`config.mk`:
```
export PLATFORM = sky130hd
export DESIGN_NAME = afifo_rd_stream
export DESIGN_NICKNAME = d
export VERILOG_FILES = /design/src/rtl/afifo_rd_stream.sv
export SDC_FILE = /design/constraint.sdc
export NUM_CORES = 1
export LEC_CHECK = 0
export BUFFER_PORTS_ARGS = -buffer_cell sky130_fd_sc_hd__clkbuf_2
export CORE_UTILIZATION = 30
export DETAILED_ROUTE_END_ITERATION = 16
export MAX_ROUTING_LAYER = met4
export PLACE_DENSITY = 0.5
export SETUP_SLACK_MARGIN = 0.2
export SLEW_MARGIN = 10
export SYNTH_ARGS = -nofsm -noshare
export SYNTH_HDL_FRONTEND = slang
export SYNTH_SLANG_ARGS = --single-unit
```
`constraint.sdc`:
```
create_clock -name rclk -period 3 [get_ports rclk]
set_clock_uncertainty 0.05 [all_clocks]
set_input_delay 0.9 -clock rclk [delete_from_list [all_inputs] [get_ports rclk]]
set_output_delay 0.9 -clock rclk [all_outputs]
set_load 0.02 [all_outputs]
```
`src/rtl/afifo_rd_stream.sv`:
```
// -----------------------------------------------------------------------------
// afifo_rd_stream
//
// Read-side companion of the async FIFO. Reads words from the FIFO read port
// (fixed read latency RL), buffers the returned words in a small circular
// buffer, and presents them downstream as a valid/ready stream.
//
// Reads are only issued while the buffer has room for every word already
// requested, so backpressure never loses data. A steady 1 word/cycle flow is
// sustained while m_ready is held high.
//
// Parameters
//   DW           data width, equal to the FIFO data width
//   RL           FIFO read latency in cycles, from fifo_ren to fifo_rvld (1..4)
//
// Ports
//   rclk         read-domain clock
//   rrst         asynchronous active-low reset
//   rd_en        1 = allow new FIFO reads; 0 = stop issuing, keep draining
//   fifo_nempty  FIFO holds at least one readable word
//   fifo_ren     FIFO read enable
//   fifo_rdata   FIFO read data, qualified by fifo_rvld
//   fifo_rvld    FIFO read data valid, RL cycles after fifo_ren
//   m_valid      stream data valid
//   m_data       stream data
//   m_ready      stream ready from downstream
//   inflight     reads issued whose data has not yet returned
//   occ          words currently held in the return buffer
//   err_rvld     sticky flag: fifo_rvld seen while no read was outstanding
// -----------------------------------------------------------------------------
module afifo_rd_stream #(
  parameter int DW = 64,
  parameter int RL = 2
) (
  input  logic          rclk,
  input  logic          rrst,
  input  logic          rd_en,
  input  logic          fifo_nempty,
  output logic          fifo_ren,
  input  logic [DW-1:0] fifo_rdata,
  input  logic          fifo_rvld,
  output logic          m_valid,
  output logic [DW-1:0] m_data,
  input  logic          m_ready,
  output logic [2:0]    inflight,
  output logic [2:0]    occ,
  output logic          err_rvld
);

  // One buffer slot per read that can be outstanding during the read
  // latency, plus slack so the credit check never stalls a full-rate stream.
  localparam int DEPTH = RL + 2;
  localparam int PW    = $clog2(DEPTH);

  logic [DW-1:0] mem [DEPTH];
  logic [PW-1:0] wr_ptr;
  logic [PW-1:0] rd_ptr;

  logic       pop;
  logic       push;
  logic       unexp_rvld;
  logic [3:0] credit_used;
  logic [2:0] inflight_next;
  logic [2:0] occ_next;

  // Circular pointer increment, wrapping at DEPTH (not a power of two in
  // general).
  function automatic logic [PW-1:0] ptr_inc(input logic [PW-1:0] p);
    return (p == PW'(DEPTH - 1)) ? '0 : p + PW'(1);
  endfunction

  // Handshake decode, read credit and next-state counters.
  // A word being popped this cycle frees its slot immediately, which is what
  // keeps fifo_ren continuously high at full throughput; this makes fifo_ren
  // combinational from m_ready. fifo_ren is also gated by the reset so that no
  // read can be issued while the block is held in reset.
  always_comb begin
    pop           = m_valid & m_ready;
    push          = fifo_rvld & (inflight != 3'd0);
    unexp_rvld    = fifo_rvld & (inflight == 3'd0);
    credit_used   = {1'b0, inflight} + {1'b0, occ} - {3'b000, pop};
    fifo_ren      = rrst & rd_en & fifo_nempty & (credit_used < 4'(DEPTH));
    inflight_next = inflight + {2'b00, fifo_ren} - {2'b00, push};
    occ_next      = occ + {2'b00, push} - {2'b00, pop};
  end

  // Return buffer storage, pointers, counters and the sticky error flag.
  // An unexpected rvld is dropped entirely: it neither writes the buffer nor
  // decrements inflight, so the counter cannot wrap below zero.
  always_ff @(posedge rclk or negedge rrst) begin
    if (!rrst) begin
      inflight <= '0;
      occ      <= '0;
      wr_ptr   <= '0;
      rd_ptr   <= '0;
      err_rvld <= 1'b0;
      for (int i = 0; i < DEPTH; i++) begin
        mem[i] <= '0;
      end
    end else begin
      inflight <= inflight_next;
      occ      <= occ_next;
      if (push) begin
        mem[wr_ptr] <= fifo_rdata;
        wr_ptr      <= ptr_inc(wr_ptr);
      end
      if (pop) begin
        rd_ptr <= ptr_inc(rd_ptr);
      end
      if (unexp_rvld) begin
        err_rvld <= 1'b1;
      end
    end
  end

  // The stream head is read straight out of registered storage; it only
  // changes on a pop or a push into an empty buffer, so m_data stays stable
  // while the downstream stalls.
  always_comb begin
    m_valid = (occ != 3'd0);
    m_data  = mem[rd_ptr];
  end

endmodule

```
==> Implementation_results.wiki <==
{| class="wikitable"
! Metric !! Value
|-
| Seq cells post-synth || 267
|-
| Setup crit end || fifo_ren
|-
| Synth cell types || 27
|-
| Post-route setup TNS || -1050 ps
|-
| Number of CTS-inserted buffers || 34
|-
| CTS clk-pin slew, worst paths || 50 ps
|-
| Classification of the worst-slack hold path || input pin to async pin
|-
| RSZ-0062 raised after global routing || yes
|-
| Total of fill cells in the finished design || 3,910
|-
| Count of clock tree sinks || 267
|-
| Tot GR Track Use || 0.141
|-
| Final core utilization || 0.390
|-
| Wire length per cell || 19.2 um
|-
| Fraction of layout cells with a size suffix above 1 || 0.647
|-
| Number of search-and-repair iterations in the first detailed-routing pass || 4
|-
| Die outline area || 44,200 um2
|-
| H-Tree Level Count || 2
|-
| Number of warnings reported in the yosys synthesis log || 0
|-
| Clock tree root buffer cell || clkbuf_16
|-
| Ratio of routed vias to standard cells || 4.47
|-
| PwrDens || 1350 nW/um2
|-
| Leakage || 7.92 nW
|-
| Startpoint type of the worst setup path || register
|-
| Cell with the largest stage delay on the worst path || dfrtp_2
|-
| Multiplexer area fraction after synthesis || 0.403
|-
| Final nets || 974
|-
| Most prevalent standard cell on the critical path || ha_4
|-
| Launch point of the worst path || occ[1]
|-
| Detail Route Antenna Nets || 0
|-
| Number of port buffers || 142
|-
| Cell-by-cell trace of the critical path || or3_4, nand2_4, inv_4, ha_4, inv_2, ha_4, nand3b_1, nand4_1, a31oi_4, buf_8
|-
| Vias after detailed routing || 6,657
|-
| Clock tree from TritonCTS || yes
|-
| Endpoint of the lowest-slack register-to-register path || inflight[2]
|-
| Crit Path Max Fanout || 3
|-
| Pin count of the biggest net entering global routing || 149
|-
| Number of maximum-capacitance violations || 0
|-
| RR Startpoint || occ[1]
|-
| Post-synthesis compound-gate area fraction || 0.00327
|-
| Overall power of the completed layout || 22.3 mW
|-
| Total standard cell area after synthesis || 13,000 um2
|-
| Slew headroom || 0.385
|-
| Initial Utilization || 0.308
|-
| Post-Syn Instances || 691
|-
| Cell row count || 75
|-
| Final max-slew violation count || 0
|-
| Synth Area in Simple Gates || 0.0111
|-
| HPWL Detailed || 16,800 um
|-
| Category of the worst setup path capture point || output pin
|-
| Vertical die dimension || 210 um
|-
| Number of failing setup endpoints in the final timing report || 8
|-
| Chip width || 210 um
|-
| Post-layout min period || 3440 ps
|-
| WL final || 28,600 um
|-
| Residual overflow from global routing || 0
|-
| Dominant combinational cell family by area after synthesis || multiplexers
|-
| Post-route fraction of the period consumed by the critical path || 1.15
|-
| Violated checks || negative setup slack
|-
| Worst skew pair latency || 510 ps
|-
| Routability Congestion || 0.744
|-
| DRC violation count after routing || 0
|-
| Reg-to-reg setup timing slack || -360 ps
|-
| CP Data Arrival Time || 2490 ps
|-
| Final hold vios || 0
|-
| Standard cell core area || 42,300 um2
|-
| Wire length of the first global-routing pass || 46,200 um
|-
| Setup WS post-layout || -443 ps
|-
| Cell depth of the worst flop-to-flop path || 20
|-
| Critical path data required time || 2050 ps
|-
| Vias in the first global route || 7,609
|-
| Worst-case clock buffer depth || 3
|-
| Number of DRC markers in iteration 0 || 235
|-
| Register area share after synthesis || 0.513
|-
| Result of the run || finished, violations left
|-
| Number of primary I/O pins || 143
|-
| Antenna diode count || 0
|-
| Syn Nets || 777
|-
| Stage delay of the slowest cell on the critical path || 400 ps
|-
| Worst setup path category || register to output pin
|-
| Post-synthesis to final-layout area growth || 26.8%
|-
| Initial antenna violation count || 0
|-
| Worst Max-Slew Pin Slew || 922 ps
|-
| Xor/xnor cell area share of the yosys netlist || 0.00269
|-
| Highest ir drop seen on vdd || 0.000659 V
|-
| Peak clock frequency supported by timing || 0.290 GHz
|-
| Adder-cell share of the synthesized area || 0.0165
|-
| Mean instance size in the synthesized netlist || 18.8 um2
|}
-- registers in the layout (all words and copies together), names as in the netlist --
signal	flops
rd_ptr	2
err_rvld	1
mem	256
wr_ptr	2
inflight	3
occ	3
-- area by class of cell --
type	instances	area, um2	area share
clock buffer	53	1020	0.0620
clock inverter	6	65.1	0.00394
inverter	20	77.6	0.00470
multi-input combinational	365	5760	0.349
sequential	267	6690	0.405
tap	577	722	0.0437
timing repair buffer	200	2170	0.132
-- power breakdown --
part | total, mW | switching, mW | internal [mW]
Clock | 3.98 | 1.55 | 2.43
Combinational | 11.9 | 4.55 | 7.31
Sequential | 6.48 | 0.993 | 5.49
Total | 22.3 | 7.10 | 15.2
-- placed cells by master, fill, tap and decap left out, types with 2 or more instances in the layout --
cell type and count:
ha_4 3, clkbuf_2 76, clkbuf_16 35, nand3_1 2
clkinv_2 2, mux4_2 64, dfrtp_1 263, clkbuf_1 10
ha_1 11, dfrtp_2 2, nand2_1 3, inv_1 18
nor2_1 2, mux2_2 18, buf_16 8, mux2_4 240
buf_12 21, xnor2_1 3, buf_8 35, buf_4 14
dfrtp_4 2, nand2_8 4, o21ai_0 2, buf_6 45
clkbuf_8 9
-- cell families after synthesis --
logic type	count (synthesis)
adders and majority gates	16
muxes	322
DFF	267
AOI/OAI and AO/OA	6
buffers and inverters	59
xor gates and xnor gates	4
and+or+nand+nor	17
-- routing by layer --
layer / GRT usage / wire (um) / vias up
li1: - / - / 2944
met1: 0.181 / 12900 / 3556
met2: 0.221 / 14000 / 114
met3: 0.0282 / 1120 / 43
met4: 0.0473 / 586 / 0
met5: - / 0 / -
-- synth_stat cells --
| cell | count | area (um2) |
|---|---|---|
| nor2b_1 | 1 | 6.26 |
| a21o_1 | 1 | 7.51 |
| buf_1 | 3 | 11.3 |
| clkbuf_1 | 1 | 3.75 |
| ha_1 | 14 | 175 |
| fa_1 | 2 | 40.0 |
| a41o_1 | 1 | 10.0 |
| buf_4 | 4 | 30.0 |
| nor3_1 | 1 | 5.00 |
| nand3_1 | 2 | 10.0 |
| mux2_2 | 18 | 203 |
| nand3b_1 | 1 | 7.51 |
| or3_1 | 1 | 6.26 |
| o21ai_0 | 2 | 10.0 |
| nand2_1 | 4 | 15.0 |
| buf_2 | 6 | 30.0 |
| mux2_4 | 240 | 3600 |
| dfrtp_1 | 267 | 6680 |
| nand2_8 | 4 | 80.1 |
| nor2_1 | 2 | 7.51 |
| o31a_1 | 1 | 8.76 |
| a31oi_1 | 1 | 6.26 |
| nand4_1 | 1 | 6.26 |
| buf_12 | 25 | 500 |
| xnor2_1 | 4 | 35.0 |
| inv_1 | 20 | 75.1 |
| mux4_2 | 64 | 1440 |
-- how the worst min path moves through the flow --
| stage | to | slack [ps] | depth (start not counted) |
|---|---|---|---|
| 6_report | inflight[1] | 360 | 2 |
| 5_1_grt | inflight[1] | 370 | 2 |
| 4_1_cts | inflight[1] | 340 | 2 |
| 3_5_place_dp | err_rvld | 400 | 1 |
| 3_3_place_gp | err_rvld | 400 | 1 |
| 2_1_floorplan | mem[127] | 420 | 1 |
-- worst max-delay path: cells and delay by family (launching register included) --
| kind | cells | cell delay, ps |
|---|---|---|
| flops | 1 | 400 |
| compound gates | 1 | 270 |
| buf+inv | 3 | 230 |
| fa+ha+maj | 2 | 320 |
| simple gates | 4 | 750 |
-- repair_timing --
| action | in CTS | in global routing |
|---|---|---|
| buffers inserted | 21 | 1 |
| endpoints found under the setup margin | 66 | 68 |
| gates resized for setup | 105 | 136 |
| pin swaps | 5 | 8 |
| cloned | 7 | 0 |
| hold buffers | 0 | 0 |
-- stage by stage --
step / worst slack, ps / area (um2) / instances / hold WS, ps
after CTS: -474 / 16300 / 1487 / 337
final: -443 / 16500 / 1488 / 357
after global routing: -558 / 16500 / 1488 / 367
after global placement: -188 / 14300 / 1400 / 400
after floorplan: 105 / 13100 / 691 / 424
after detailed placement: -178 / 14300 / 1400 / 405
(Power assumes the default switching activity.)
